--- config.mk ---
export PLATFORM = sky130hd
export DESIGN_NAME = preamble_sfd_tx
export DESIGN_NICKNAME = d
export VERILOG_FILES = /design/src/rtl/eth_pkg.sv /design/src/rtl/preamble_sfd_tx.sv
export SDC_FILE = /design/constraint.sdc
export NUM_CORES = 1
export LEC_CHECK = 0
export CORE_ASPECT_RATIO = 0.8
export CORE_MARGIN = 2
export CORE_UTILIZATION = 39
export DETAILED_ROUTE_END_ITERATION = 6
export PLACE_DENSITY = 0.75
export SLEW_MARGIN = 10
export SYNTH_ARGS = -nofsm -noshare
export SYNTH_HDL_FRONTEND = slang
export SYNTH_SLANG_ARGS = --single-unit
--- constraint.sdc ---
create_clock -name mac_gmii_tx_clk -period 2.2 [get_ports mac_gmii_tx_clk]
set_input_delay 0.33 -clock mac_gmii_tx_clk [delete_from_list [all_inputs] [get_ports mac_gmii_tx_clk]]
set_output_delay 0.33 -clock mac_gmii_tx_clk [all_outputs]
set_load 0.02 [all_outputs]
--- src/rtl/eth_pkg.sv ---
// Shared Ethernet framing constants and state types for the GMII preamble/SFD
// transmit and receive blocks.
package eth_pkg;

    localparam logic [7:0] PREAMBLE_BYTE = 8'h55;
    localparam logic [7:0] SFD_BYTE      = 8'hD5;

    typedef enum logic [2:0] {
        IDLE     = 3'd0,
        PREAMBLE = 3'd1,
        DATA     = 3'd2,
        IFG      = 3'd3
    } tx_state_t;

endpackage

--- src/rtl/preamble_sfd_tx.sv ---
// GMII transmit framer: prepends preamble and SFD to a MAC byte stream,
// enforces the inter-frame gap and signals upstream underrun on TX_ER.
module preamble_sfd_tx
    import eth_pkg::*;
#(
    parameter int PREAMBLE_LEN = 7,
    parameter int IFG_LEN      = 12
) (
    input  logic       mac_gmii_tx_clk,
    input  logic       mac_gmii_tx_rst,
    input  logic [7:0] in_data,
    input  logic       in_valid,
    input  logic       in_last,
    output logic       in_ready,
    output logic [7:0] mac_gmii_txd,
    output logic       mac_gmii_tx_en,
    output logic       mac_gmii_tx_er,
    output logic       frame_done,
    output logic       underrun
);

    localparam logic [3:0] PRE_LEN_C  = 4'(PREAMBLE_LEN);
    localparam logic [3:0] IFG_LAST_C = 4'(IFG_LEN - 1);

    tx_state_t  state_q, state_d;
    logic [3:0] count_q, count_d;
    logic [7:0] txd_q, txd_d;
    logic       tx_en_q, tx_en_d;
    logic       tx_er_q, tx_er_d;
    logic       frame_done_q, frame_done_d;
    logic       underrun_q, underrun_d;

    assign in_ready = (state_q == DATA);

    always_comb begin
        state_d      = state_q;
        count_d      = count_q;
        txd_d        = 8'h00;
        tx_en_d      = 1'b0;
        tx_er_d      = 1'b0;
        frame_done_d = 1'b0;
        underrun_d   = 1'b0;
        case (state_q)
            IDLE: begin
                // The first preamble byte goes out on the request edge itself,
                // so the counter starts at one.
                if (in_valid) begin
                    txd_d   = PREAMBLE_BYTE;
                    tx_en_d = 1'b1;
                    count_d = 4'd1;
                    state_d = PREAMBLE;
                end
            end
            PREAMBLE: begin
                tx_en_d = 1'b1;
                if (count_q < PRE_LEN_C) begin
                    txd_d   = PREAMBLE_BYTE;
                    count_d = count_q + 4'd1;
                end else begin
                    txd_d   = SFD_BYTE;
                    state_d = DATA;
                end
            end
            DATA: begin
                tx_en_d = 1'b1;
                if (in_valid) begin
                    txd_d = in_data;
                    if (in_last) begin
                        frame_done_d = 1'b1;
                        count_d      = 4'd0;
                        state_d      = IFG;
                    end
                end else begin
                    // Starved mid-frame: poison the frame on the wire and close it.
                    tx_er_d      = 1'b1;
                    underrun_d   = 1'b1;
                    frame_done_d = 1'b1;
                    count_d      = 4'd0;
                    state_d      = IFG;
                end
            end
            IFG: begin
                count_d = count_q + 4'd1;
                if (count_q == IFG_LAST_C) begin
                    count_d = 4'd0;
                    state_d = IDLE;
                end
            end
            default: begin
                count_d = 4'd0;
                state_d = IDLE;
            end
        endcase
    end

    always_ff @(posedge mac_gmii_tx_clk or posedge mac_gmii_tx_rst) begin
        if (mac_gmii_tx_rst) begin
            state_q      <= IDLE;
            count_q      <= 4'd0;
            txd_q        <= 8'h00;
            tx_en_q      <= 1'b0;
            tx_er_q      <= 1'b0;
            frame_done_q <= 1'b0;
            underrun_q   <= 1'b0;
        end else begin
            state_q      <= state_d;
            count_q      <= count_d;
            txd_q        <= txd_d;
            tx_en_q      <= tx_en_d;
            tx_er_q      <= tx_er_d;
            frame_done_q <= frame_done_d;
            underrun_q   <= underrun_d;
        end
    end

    assign mac_gmii_txd   = txd_q;
    assign mac_gmii_tx_en = tx_en_q;
    assign mac_gmii_tx_er = tx_er_q;
    assign frame_done     = frame_done_q;
    assign underrun       = underrun_q;

endmodule

# Yosys cells after proc, flatten, opt, wreduce, memory -nomap -nowiden
# Index checks and enable logic that the tools add are counted.
# Widths: inputs -> output; s select.
[classes] add_sub_neg=1 order_cmp=1 eq_ne=9 muxes=23 reduce_logical=4
[ops] cell="$pmux 8 s3" count=1
[ops] cell="$mux 4" count=5
[ops] cell="$mux 8" count=2
[ops] cell="$pmux 4 s4" count=1
[ops] cell="$mux 3" count=5
[ops] cell="$pmux 3 s4" count=1
[ops] cell="$ne 2x2->1 const B" count=4
[ops] cell="$mux 7" count=1
[ops] cell="$eq 3x2->1 const B" count=2
[ops] cell="$mux 1" count=6
[ops] cell="$add 4x1->4 const B" count=1
[ops] cell="$eq 4x4->1 const B" count=1
[ops] cell="$lt 4x3->1 const B" count=1
[ops] cell="$reduce_and 4->1" count=1
[ops] cell="$eq 3x1->1 const B" count=1
[ops] cell="$logic_not 3->1" count=1
[ops] cell="$ne 3x3->1 const B" count=1
[ops] cell="$reduce_and 3->1" count=1
[ops] cell="$pmux 1 s2" count=1
[ops] cell="$reduce_or 2->1" count=1
[word_totals] register_bits=18 input_bits=12 out_inout_bits=13 elab_cells=44

# Depth between registers and ports, before layout
[depth] ltp_word=3 ltp_mapped=7 ltp_nobuf=6

# Least setup slack after synthesis
# No wires, ideal clock.
[synth_path] path_type="reg2reg" start="register state_q[0]" end="register count_q[3]" setup_ns=0.076 arrival_ns=1.752 required_ns=2.124 path_slack_ns=0.372 stages_incl_launch_ff=8 path_buffers=1 synth_period_minus_slack_ns=1.828 path_cell_list="dfrtp_1 > inv_1 > ha_1 > buf_2 > nand2_2 > o221ai_2 > or4_1 > o21ai_1"
[synth_between] elab_chain_cells=3 elab_cells_between_ends=9 cone_classes="6 x eq/ne; 1 x mux; 2 x reduce/logical"
[synth_rtl] element="start, declared" line_no="preamble_sfd_tx.sv:25" source="tx_state_t state_q, state_d;"
[synth_rtl] element="start signal, assigned" line_no="preamble_sfd_tx.sv:106" source="state_q <= state_d;"
[synth_rtl] element="$eq 3x2->1 *"
[synth_rtl] element="named net in_ready" line_no="preamble_sfd_tx.sv:14" source="output logic in_ready,"
[synth_rtl] element="$ne 3x3->1 (no line)"
[synth_rtl] element="$reduce_and 3->1 (no line)"
[synth_rtl] element="end signal, assigned" line_no="preamble_sfd_tx.sv:107" source="count_q <= count_d;"
[synth_rtl] element="end, declared" line_no="preamble_sfd_tx.sv:26" source="logic [3:0] count_q, count_d;"
# The timed path passes the listed nets; every way through them passes the cells marked *.
# A chain may end at the register's enable or synchronous reset.

# Final worst setup path
[layout_path] start="register state_q[0]" end="register count_q[3]"
[layout_between] elab_chain_cells=3 elab_cells_between_ends=9 cone_classes="6 x eq/ne; 1 x mux; 2 x reduce/logical"
[layout_rtl] element="$eq 3x2->1 (tied with other cells)" line_no="preamble_sfd_tx.sv:43" source="case (state_q)"
[layout_rtl] element="$ne 3x3->1 (no line) or $ne 2x2->1 (tied branches)"
[layout_rtl] element="$reduce_and 3->1 (no line)"
# Parallel ways exist; a longest one is shown, timed or not.

==> reports/qor.yml <==
use_met3: 0.06742
syn_nets: 106
cts-root-buf: "clkbuf_4"
dp_hpwl_mm: 1.279
die-area_sq_um: 2629
drive_gt1_frac: 0.09735
drt-total-wl_mm: 1.660
dr.pass1.iters: 4
hold_path.class: "in2async"
grt_pass1_vias: 601
cts_tree: "yes"
area_growth_pct: 32.04
ys_ff_latch: 17
slew_viol_final: 0
die_h_microns: 46.27
syn_inst: 89
final_area_sq_um: 1150
holdWs_ps: 399.0
clock-sinks: 17
syn_avg_cell_area_sq_um: 9.785
n_antenna_cell: 0
use_met2: 0.2349
htreeDepth: 1
p_per_area_nw_per_um2: 1254
nNetsFinal: 131
finalClockSkew_ps: 7.453
post-place-ws_ps: 310.1
grt_setup_unrepaired: "no"
wire_per_inst_microns: 12.03
critPathCaptureType: "flip-flop"
grt_pass1_wl_mm: 2.725
cts_buffer_depth: 2
finalCriticalPeriod_ps: 1794
clk_latency_ps: 300
hold_viol: 0
yosys_warnings: 0
cap_violations: 0
yosys.cell_types.count: 30
status: "finished, final reports clean"
ir_drop_mv: 0.6810
cts_made_buffers: 3
post_drt_via_cell_ratio: 4.935
busiest_layer: "met2"
portBuffers: 24
core_sq_um: 2140
utilization: 0.5374
antenna_found_initial: 0
timing.final.ws_setup_ps: 406.1
drc: 0
path_max_fanout: 7
grt_max_degree: 18
setup_viol: 0
ff2ff_path_depth: 6
place_area_sq_um: 1117
slew_headroom: 0.5798
design.portCount: 25
drtIter0Drc: 10
ant_nets: 0
worst_pin_slew_ps: 629.6
gr-usage-met1: 0.1722
required_ps: 2430
clkTransAtPathRegs_ps: 110
postCtsSetupBuffers: 0
fmax_ghz: 0.5574
postCtsHoldBufs: 0
syn_area_sq_um: 870.8
fp-row-count: 15
finalCritPeriodShare: 0.8154
path_class: "reg2reg"
leakagePower_nw: 0.5306
overflow: 0
cp.arrival_ps: 2020
setup_tns_ps: 0
seq_area_frac_synth: 0.4885
grt.total_usage: 0.1433
die_x_microns: 56.83
vias: 681
place_congestion: 0.8063
initial_core_util: 0.4070
crit_path_start_kind: "flip-flop"
-- layer usage --
layer	vias to the layer above	wire length (microns)
li1	348	-
met1	312	754
met2	19	774
met3	2	117
met4	0	13
met5	-	0
-- sequential cells by signal, summed over array words and instances, names as in the netlist --
name and cells:
underrun 1, mac_gmii_txd 8, count_q 4, mac_gmii_tx_en 1, frame_done 1, state_q 2
-- Yosys cell counts --
cell type  count  area (sq um)
o221ai_2       1         15.01
dfrtp_1       17         425.4
a41oi_1        1         8.760
ha_1           5         62.56
mux2i_1        1         10.01
or2b_1         1         7.510
nor2b_1        2         12.51
a21oi_1        7         35.03
nand4bb_1      1         11.26
nor3b_1        3         22.52
nand3b_1       1         7.510
o22ai_1        1         6.260
o21bai_1       2         15.01
nor2_1         6         22.52
buf_2          2         10.01
nand2b_1       1         6.260
nand2_2        1         6.260
a21oi_2        1         8.760
o21ai_1        1         5.000
nand3_1        2         10.01
o2111ai_1      1         8.760
buf_6          1         11.26
o21ai_0        3         15.01
buf_4          1         7.510
nand2_1       13         48.80
clkbuf_1       1         3.750
inv_1          8         30.03
or4_1          1         7.510
mux2_2         2         22.52
a21boi_0       1         7.510
-- layout make-up --
type | count | area (sq um)
Clock inverter | 1 | 5.005
Sequential cell | 17 | 425.4
Tap cell | 25 | 31.28
Inverter | 8 | 30.03
Fill cell | 216 | 989.7
Clock buffer | 3 | 22.52
Multi-Input combinational cell | 59 | 385.4
Timing Repair Buffer | 25 | 250.2
-- kinds of logic (layout without fill, tap and decap cells) --
| kind of cell | count (synthesis) | count (layout) | share of synthesized area |
|---|---|---|---|
| buffers and inverters | 13 | 37 | 0.07184 |
| AND/OR/NAND/NOR | 32 | 32 | 0.1868 |
| adder cells (fa/ha/maj) | 5 | 5 | 0.07184 |
| multiplexers | 3 | 3 | 0.03735 |
| AO/OA/AOI/OAI | 19 | 19 | 0.1437 |
| flip-flops | 17 | 17 | 0.4885 |
-- worst paths after layout --
path | start | to | slack, ps
worst max register to register | state_q[0] | count_q[3] | 410
max in group asynchronous | mac_gmii_tx_rst | mac_gmii_txd[7] | 1390
worst min register to register | count_q[1] | count_q[1] | 540
worst min-delay path | mac_gmii_tx_rst | frame_done | 400
min in group mac_gmii_tx_clk | count_q[1] | count_q[1] | 540
worst max-delay path | state_q[0] | count_q[3] | 410
-- worst max-delay path: stages (launching register included) --
cell and delay, ps:
dfrtp_1 430, inv_1 100, ha_1 240, or2b_1 190, o221ai_2 150, or4_1 520
o21ai_1 80
-- timing repair --
| item | in CTS | in global routing |
|---|---|---|
| gates cloned | 0 | 0 |
| endpoints found under the setup margin | 1 | 1 |
| gates resized for setup | 1 | 1 |
| endpoints found under the hold margin | 0 | 0 |
-- placed cells by master, fill, tap and decap left out, types with 2 or more instances in the layout --
master	instances
nand2_1	13
nor3b_1	3
o21ai_0	3
nand3_1	2
nor2_1	6
o21bai_1	2
nor2b_1	2
ha_1	4
mux2_2	2
a21oi_1	7
inv_1	8
clkbuf_4	3
dfrtp_1	17
clkdlybuf4s50_1	23
-- power breakdown --
part | total (mW) | switching, mW | internal, mW
combinational | 0.799 | 0.431 | 0.368
clock | 0.174 | 0.107 | 0.0678
sequential | 0.467 | 0.0529 | 0.415
total | 1.44 | 0.591 | 0.851
-- per-stage QoR --
step                      instances  power, mW
after floorplan                  89      1.024
after global placement          134      1.259
after detailed placement        134      1.282
after CTS                       138      1.464
after global routing            138      1.566
final                           138      1.441
Power figures use the tool's default switching activity.
